==> src/rtl/music_pkg.sv <==
// Shared audio constants and types for the DDS-to-codec output path.
// Slot-to-channel mapping lives here so every consumer agrees on frame layout.
package music_pkg;

    localparam int SAMPLE_W    = 16;
    localparam int FRAME_SLOTS = 2 * SAMPLE_W;

    localparam logic LRCK_LEFT  = 1'b0;
    localparam logic LRCK_RIGHT = 1'b1;

    // Observability bundle for the serialiser: slot position and FIFO state.
    typedef struct packed {
        logic [7:0] slot;
        logic       fifo_full;
        logic       fifo_empty;
    } i2s_dbg_t;

    // Word select leads each channel MSB by one bit clock.
    function automatic logic lrck_for_slot(input int slot, input int width);
        return ((slot >= width - 1) && (slot <= 2 * width - 2)) ? LRCK_RIGHT : LRCK_LEFT;
    endfunction

endpackage

==> src/rtl/i2s_tx_sample_fifo2.sv <==
// Two-entry sample FIFO between the DDS sample strobe and the I2S frame loader.
// A push into a full FIFO is dropped unless a pop frees the head in the same cycle.
module sample_fifo2 #(
    parameter int W = 16
) (
    input  logic         clk,
    input  logic         reset,
    input  logic         push,
    input  logic [W-1:0] push_data,
    input  logic         pop,
    output logic [W-1:0] head,
    output logic         full,
    output logic         empty,
    output logic         drop
);

    logic [W-1:0] mem [2];
    logic         rd_ptr;
    logic         wr_ptr;
    logic [1:0]   count;
    logic         do_push;
    logic         do_pop;

    assign empty   = (count == 2'd0);
    assign full    = (count == 2'd2);
    // Pop is judged on the registered state, so a same-cycle push never bypasses.
    assign do_pop  = pop && !empty;
    assign do_push = push && (!full || do_pop);
    assign drop    = push && !do_push;
    assign head    = mem[rd_ptr];

    always_ff @(posedge clk or negedge reset) begin
        if (!reset) begin
            mem[0] <= '0;
            mem[1] <= '0;
            rd_ptr <= 1'b0;
            wr_ptr <= 1'b0;
            count  <= 2'd0;
        end else begin
            if (do_push) begin
                mem[wr_ptr] <= push_data;
                wr_ptr      <= ~wr_ptr;
            end
            if (do_pop) begin
                rd_ptr <= ~rd_ptr;
            end
            case ({do_push, do_pop})
                2'b10:   count <= count + 2'd1;
                2'b01:   count <= count - 2'd1;
                default: count <= count;
            endcase
        end
    end

endmodule

==> src/rtl/i2s_tx.sv <==
// Philips I2S transmitter: mono DDS samples duplicated to both channels, bclk/lrck from clk.
// Build option I2S_MUTE_ON_UNDERFLOW_EN: send silence instead of the last sample on underflow.
module i2s_tx #(
    parameter int SAMPLE_W  = music_pkg::SAMPLE_W,
    parameter int BCLK_HALF = 4
) (
    input  logic                clk,
    input  logic                reset,
    input  logic                en,
    input  logic [SAMPLE_W-1:0] sample,
    input  logic                sample_ready,
    output logic                bclk,
    output logic                lrck,
    output logic                sdata,
    output logic                underflow,
    output logic                overrun,
    output music_pkg::i2s_dbg_t dbg
);

    import music_pkg::*;

    localparam int FRAME  = 2 * SAMPLE_W;
    localparam int SLOT_W = $clog2(FRAME);
    localparam int DIV_W  = $clog2(BCLK_HALF);

    localparam logic [SLOT_W-1:0] LAST_SLOT = SLOT_W'(FRAME - 1);
    localparam logic [DIV_W-1:0]  DIV_LAST  = DIV_W'(BCLK_HALF - 1);

    logic [DIV_W-1:0]    div_cnt;
    logic [SLOT_W-1:0]   slot;
    logic [SLOT_W-1:0]   slot_nxt;
    logic [SAMPLE_W-1:0] shreg;
    logic [SAMPLE_W-1:0] last;
    logic [SAMPLE_W-1:0] fallback;
    logic [SAMPLE_W-1:0] load_word;
    logic                wrap;
    logic                fall_evt;
    logic                frame_load;

    logic [SAMPLE_W-1:0] fifo_head;
    logic                fifo_full;
    logic                fifo_empty;
    logic                fifo_drop;

    assign wrap       = en && (div_cnt == DIV_LAST);
    assign fall_evt   = wrap && bclk;
    assign frame_load = fall_evt && (slot == LAST_SLOT);
    assign slot_nxt   = (slot == LAST_SLOT) ? '0 : slot + 1'b1;

`ifdef I2S_MUTE_ON_UNDERFLOW_EN
    assign fallback = '0;
`else
    assign fallback = last;
`endif

    assign load_word = fifo_empty ? fallback : fifo_head;

    sample_fifo2 #(
        .W(SAMPLE_W)
    ) u_fifo (
        .clk      (clk),
        .reset    (reset),
        .push     (sample_ready),
        .push_data(sample),
        .pop      (frame_load),
        .head     (fifo_head),
        .full     (fifo_full),
        .empty    (fifo_empty),
        .drop     (fifo_drop)
    );

    always_ff @(posedge clk or negedge reset) begin
        if (!reset) begin
            div_cnt   <= '0;
            bclk      <= 1'b0;
            slot      <= LAST_SLOT;
            shreg     <= '0;
            last      <= '0;
            lrck      <= LRCK_LEFT;
            sdata     <= 1'b0;
            underflow <= 1'b0;
            overrun   <= 1'b0;
        end else begin
            if (fifo_drop) begin
                overrun <= 1'b1;
            end

            if (en) begin
                if (wrap) begin
                    div_cnt <= '0;
                    bclk    <= ~bclk;
                end else begin
                    div_cnt <= div_cnt + 1'b1;
                end
            end

            // Everything visible to the codec changes on the bclk falling edge.
            if (fall_evt) begin
                slot <= slot_nxt;
                lrck <= lrck_for_slot(int'(slot_nxt), SAMPLE_W);
                if (frame_load) begin
                    sdata <= load_word[SAMPLE_W-1];
                    shreg <= {load_word[SAMPLE_W-2:0], load_word[SAMPLE_W-1]};
                    if (fifo_empty) begin
                        underflow <= 1'b1;
                    end else begin
                        last <= fifo_head;
                    end
                end else begin
                    // Rotation brings the word back after SAMPLE_W bits for the right channel.
                    sdata <= shreg[SAMPLE_W-1];
                    shreg <= {shreg[SAMPLE_W-2:0], shreg[SAMPLE_W-1]};
                end
            end
        end
    end

    assign dbg.slot       = 8'(slot);
    assign dbg.fifo_full  = fifo_full;
    assign dbg.fifo_empty = fifo_empty;

endmodule

==> config.mk <==
export PLATFORM = sky130hd
export DESIGN_NAME = i2s_tx
export DESIGN_NICKNAME = d
export VERILOG_FILES = /design/src/rtl/music_pkg.sv /design/src/rtl/i2s_tx_sample_fifo2.sv /design/src/rtl/i2s_tx.sv
export SDC_FILE = /design/constraint.sdc
export NUM_CORES = 1
export LEC_CHECK = 0
export ABC_CLOCK_PERIOD_IN_PS = 5050
export CORE_AREA = 2 2 100 92
export CTS_BUF_LIST = sky130_fd_sc_hd__clkbuf_8
export DETAILED_ROUTE_END_ITERATION = 10
export DIE_AREA = 0 0 102 94
export PLACE_DENSITY = 0.65
export SYNTH_ARGS = -nofsm -noshare
export SYNTH_HDL_FRONTEND = slang
export SYNTH_SLANG_ARGS = --single-unit
==> constraint.sdc <==
create_clock -name clk -period 5.05 [get_ports clk]
set_clock_uncertainty 0.05 [all_clocks]
set_input_delay 1.2625 -clock clk [delete_from_list [all_inputs] [get_ports clk]]
set_output_delay 1.2625 -clock clk [all_outputs]
set_load 0.01 [all_outputs]
# == After elaboration in Yosys (flattened, before gate mapping) ==
# Index checks and enable logic that the tools add are counted.
# op_classes
addsub,4
n_lt_le_gt_ge,5
n_eq_ne,5
muxes,13
bitwise,5
n_reduce_logical,17
# ops
op,count
2-to-1 mux 16 bit,6
bitwise mux 32 bit,1
demux 16 bit (select 1 bit),1
logical AND 1 bit,8
== test 2 bit (second input constant),3
adder 5 x 1 -> 5 bit (second input constant),1
== test 5 bit (second input constant),1
greater-or-equal comparator 5 x 4 -> 1 bit (second input constant),1
<= comparator 5 bit (second input constant),1
2-to-1 mux 5 bit,1
adder 2 x 1 -> 2 bit (second input constant),2
greater-or-equal comparator 2 bit (second input constant),2
inverter 1 -> 2 bit,2
one-hot mux 2 bit (2 select lines),1
AND reduction 2 bit,2
logical NOT 1 bit,3
inverter 1 bit,3
AND reduction 3 bit,1
== test 2 x 1 -> 1 bit (second input constant),1
logical NOT 2 bit,1
less-than comparator 2 x 1 -> 1 bit (second input constant),1
2-to-1 mux 1 bit,2
2-to-1 mux 2 bit,1
nonzero test 2 bit,1
2 further kinds,2
# totals
reg_bits,80
input_bits,20
word_cells,63

# == Longest topological paths before layout ==
# logic_depth
depth_word,9
mapped_depth,11
ltp_nobuf,9

# == Hierarchy ==
# From an unflattened synthesis, not the netlist that was laid out.
# unflattened
hier_cells,305
area_unflattened_um2,3818.7
# by_module_without_submodules
module,n_inst,cells_each,area_per_inst_um2,seq_area_each_um2
i2s_tx,1,193,2110.8,1082.3
sample_fifo2,1,112,1707.9,900.9

# == Worst setup path before layout ==
# No wires, ideal clock.
# synth_timing
kind,in2reg
startpoint,input en
endpoint,register u_fifo.count[1]
setup_time_ns,0.079
arrival_time_ns,2.470
required_ns,4.921
path_slack_ns,2.450
stages,7
n_path_buf,2
path_cell_list,and4_4 and2_1 buf_2 buf_2 ha_1 nor2_1 xor2_1
# synth_via
elab_chain_cells,8
word_cells_on_any_way,10
# synth_rtl
item,line,source
"start, declared",i2s_tx.sv:9,"input logic en,"
logical AND 1 bit *,i2s_tx.sv:45,assign wrap = en && (div_cnt == DIV_LAST);
logical AND 1 bit *,i2s_tx.sv:46,assign fall_evt = wrap && bclk;
logical AND 1 bit *,i2s_tx.sv:47,assign frame_load = fall_evt && (slot == LAST_SLOT);
logical AND 1 bit *,i2s_tx_sample_fifo2.sv:27,assign do_pop = pop && !empty;
via u_fifo.do_pop,i2s_tx_sample_fifo2.sv:22,logic do_pop;
logical OR 1 bit,i2s_tx_sample_fifo2.sv:28,assign do_push = push && (!full || do_pop);
logical AND 1 bit,i2s_tx_sample_fifo2.sv:28,
== test 2 x 1 -> 1 bit or == test 2 bit (tied branches),i2s_tx_sample_fifo2.sv:47,"case ({do_push, do_pop})"
one-hot mux 2 bit (2 select lines) or nonzero test 2 bit (tied branches),--,
"end signal, assigned",i2s_tx_sample_fifo2.sv:48,2'b10: count <= count + 2'd1;
"end signal, assigned",i2s_tx_sample_fifo2.sv:49,2'b01: count <= count - 2'd1;
"end signal, assigned",i2s_tx_sample_fifo2.sv:50,default: count <= count;
"end, declared",i2s_tx_sample_fifo2.sv:20,logic [1:0] count;
# The timed path passes the listed nets; every way through them passes the cells marked *.
# A chain may end at the register's enable or synchronous reset.

==> run summary <==
Status -> completed
First DRT Iteration DRCs -> 158
CORE AREA -> 8490 um^2
DRC Markers -> 0
Met2 WL -> 2860 um
Filler cell count -> 793
DP Area -> 4120 um^2
Clk root buf -> clkbuf_8
Antenna violations before repair -> 0
Setup-failing EPs final -> 0
FP Rows -> 32
Area growth, synth to finish -> 15.4%
TritonCTS clock tree -> done
Slew HR -> 0.347
Top cell type's share of synthesized area -> 0.490
Fin Setup TNS -> 0 ns
Worst skew pair latency -> 0.34 ns
Critical path class -> reg -> out
Max-Cap Viols -> 0
IO Pins -> 35
Post-cts gate resize count -> 0
Type of origin of the critical path -> register
GPL Wtd Cong -> 0.807
Detail Route Antenna Nets -> 0
Drt first pass iters -> 4
WL final -> 6520 um
Worst VDD drop -> 0.223 mV
Via density -> 4.97
Layout cells sized above 1 -> 0.179
Post-synthesis instance area -> 3780 um^2
Wire length per cell -> 13.7 um
Final instance area -> 4360 um^2
Sequential area share after synthesis -> 0.525
Starting Density -> 0.445
CTS clk-pin slew, worst paths -> 0.08 ns
Overall routing resource usage -> 0.153
Total Die Area -> 9590 um^2
Final Non-Filler Cells -> 476
Worst EP required -> 3.74 ns
Tot Pwr -> 2.43 mW
Multi-input gate area -> 1630 um^2
Max Buffers Root-to-Sink -> 2
Hold Fails Final Rpt -> 0
Die span in x -> 102 um
Register bit total from synthesis -> 79
CP Max Fanout -> 34
Syn Area/Cell -> 11.5 um^2
Cell taking the most area after synthesis -> dfrtp_1
Die height -> 94 um
Global-route wire length before repair -> 11200 um
Worst slew pin tran -> 0.979 ns
Largest net degree at the start of global routing -> 80
Fin worst setup slack -> 1.88 ns
Vias in the first global route -> 2221
Placed Cells -> 460
Max Slew Vio Count -> 0
Antenna Cells -> 0
Routed wl met3 -> 206 um
Critical Path Sink Type -> output port
Leakage -> 1.92 nW
Metal-1 WL -> 3400 um
Final period util -> 0.629
WP data arrival -> 1.86 ns
Yosys cell types -> 36
CTS Buf Count -> 9
Fin crit period -> 3.17 ns
Worst hold path type -> reg -> reg
CTS sink cnt -> 79
Unrepaired setup endpoints after global routing -> false
Routed vias -> 2364
Cells after Synth -> 329
Highest Signal Layer -> met4
Aggregate global routing overflow -> 0
Upper clock frequency limit -> 315 MHz
Hold_buf cts -> 0
Post-CTS setup buffer count -> 0
Post-layout net count -> 378
Register cell area after layout -> 1980 um^2
DP Worst Slack -> 1.70 ns
CTS H-tree lvls -> 3
Synth area leaders -> dfrtp_1 (49%), mux2_4 (7.9%), mux2i_1 (4.5%)
Synth Warn # -> 0
Port Buffer Count -> 31
Power per cell area -> 558 nW/um^2
DP HPWL -> 4210 um
[sequential cells by signal, indices dropped and copies added (netlist names)]
name / count
underflow: 1
fallback: 16
shreg: 16
lrck: 1
u_fifo.rd_ptr: 1
u_fifo.wr_ptr: 1
bclk: 1
overrun: 1
div_cnt: 2
u_fifo.mem: 32
slot: 5
u_fifo.count: 2
[power breakdown]
part / total (mW) / internal, mW / leakage [nW] / switching [mW]
Combinational: 0.828 / 0.452 / 0.845 / 0.377
Sequential: 1.05 / 0.884 / 0.947 / 0.167
Clock: 0.553 / 0.326 / 0.124 / 0.227
[logic make-up after synthesis]
family / Yosys count / share of synthesized area
other: 1 / 0.000993
DFF: 79 / 0.525
xor gates and xnor gates: 7 / 0.0162
AOI/OAI and AO/OA: 59 / 0.100
and+or+nand+nor: 96 / 0.127
muxes: 51 / 0.166
adders and majority gates: 6 / 0.0199
buffers and inverters: 30 / 0.0444
[synth_stat cells, drive strengths merged]
| cell | n |
|---|---|
| nand3 | 2 |
| nor4 | 1 |
| and4 | 1 |
| or2 | 1 |
| mux2 | 34 |
| or3 | 1 |
| a21o | 2 |
| a211o | 1 |
| nor2 | 41 |
| nor3 | 1 |
| dfrtp | 74 |
| xnor2 | 5 |
| dfstp | 5 |
| and2 | 1 |
| buf | 16 |
| clkbuf | 9 |
| o211ai | 17 |
| ha | 6 |
| xor2 | 2 |
| nor3b | 1 |
| conb | 1 |
| o21ai | 3 |
| mux2i | 17 |
| a31oi | 17 |
| and3 | 2 |
| a21oi | 19 |
| nand2 | 24 |
| inv | 5 |
| nand2b | 19 |
| nor4bb | 1 |
[layout make-up]
class,instances,area share
Multi-Input combinational cell,222,0.375
Clock inverter,7,0.0258
Clock buffer,9,0.0284
Inverter,5,0.00431
Tap cell,119,0.0342
Sequential cell,79,0.455
Timing Repair Buffer,35,0.0775
[cell usage in the layout, fill, tap and decap left out]
cell type and n:
nor3_1 1, and4_4 1, inv_1 6, a21oi_1 19, nand2b_1 18, and2_1 1
clkinv_2 2, mux2i_1 17, nor2_8 2, o21ai_0 2, mux2_2 14, nand2b_2 1
nor2_1 39, nor3b_1 1, mux2_4 20, conb_1 3, nor4_1 1, or3_1 1
and3_1 2, a211o_1 1, clkinv_4 1, a31oi_1 17, bufinv_16 3, or2_0 1
xor2_1 2, nor4bb_1 1, nand3_1 2, clkdlybuf4s50_1 30, a21o_1 2, clkbuf_8 9
dfrtp_1 74, buf_4 5, ha_1 6, nand2_1 24, xnor2_1 5, o211ai_1 17
o21ai_4 1, dfstp_2 5
[final timing paths]
path                            startpoint               to  slack, ns  cells after the start
max                        u_fifo.count[0]           dbg[0]       1.88                      4
min                                overrun          overrun       0.41                      1
max reg2reg                        slot[1]  u_fifo.count[1]       2.05                     10
min reg2reg                        overrun          overrun       0.41                      1
max in group asynchronous            reset    u_fifo.mem[7]       3.30                      1
min in group asynchronous            reset             lrck       1.02                      1
[through the flow]
stage	hold slack (ns)	utilization
floorplan	0.407	-
global placement	0.389	0.486
detailed placement	0.393	0.486
CTS	0.412	0.514
global route	0.432	0.514
finish	0.408	0.514
[per-layer routing]
layer / GRT usage / up-vias
li1: - / 1177
met4: 0.0622 / 0
met5: 0 / -
met3: 0.0305 / 5
met2: 0.201 / 37
met1: 0.241 / 1145
[worst max-delay path: stages, from the launching register on]
cell and delay (ns):
dfrtp_1 0.43, or2_0 0.23, buf_4 0.23, inv_1 0.11, clkdlybuf4s50_1 0.53
No activity file was read; power rests on OpenSTA's default activity.
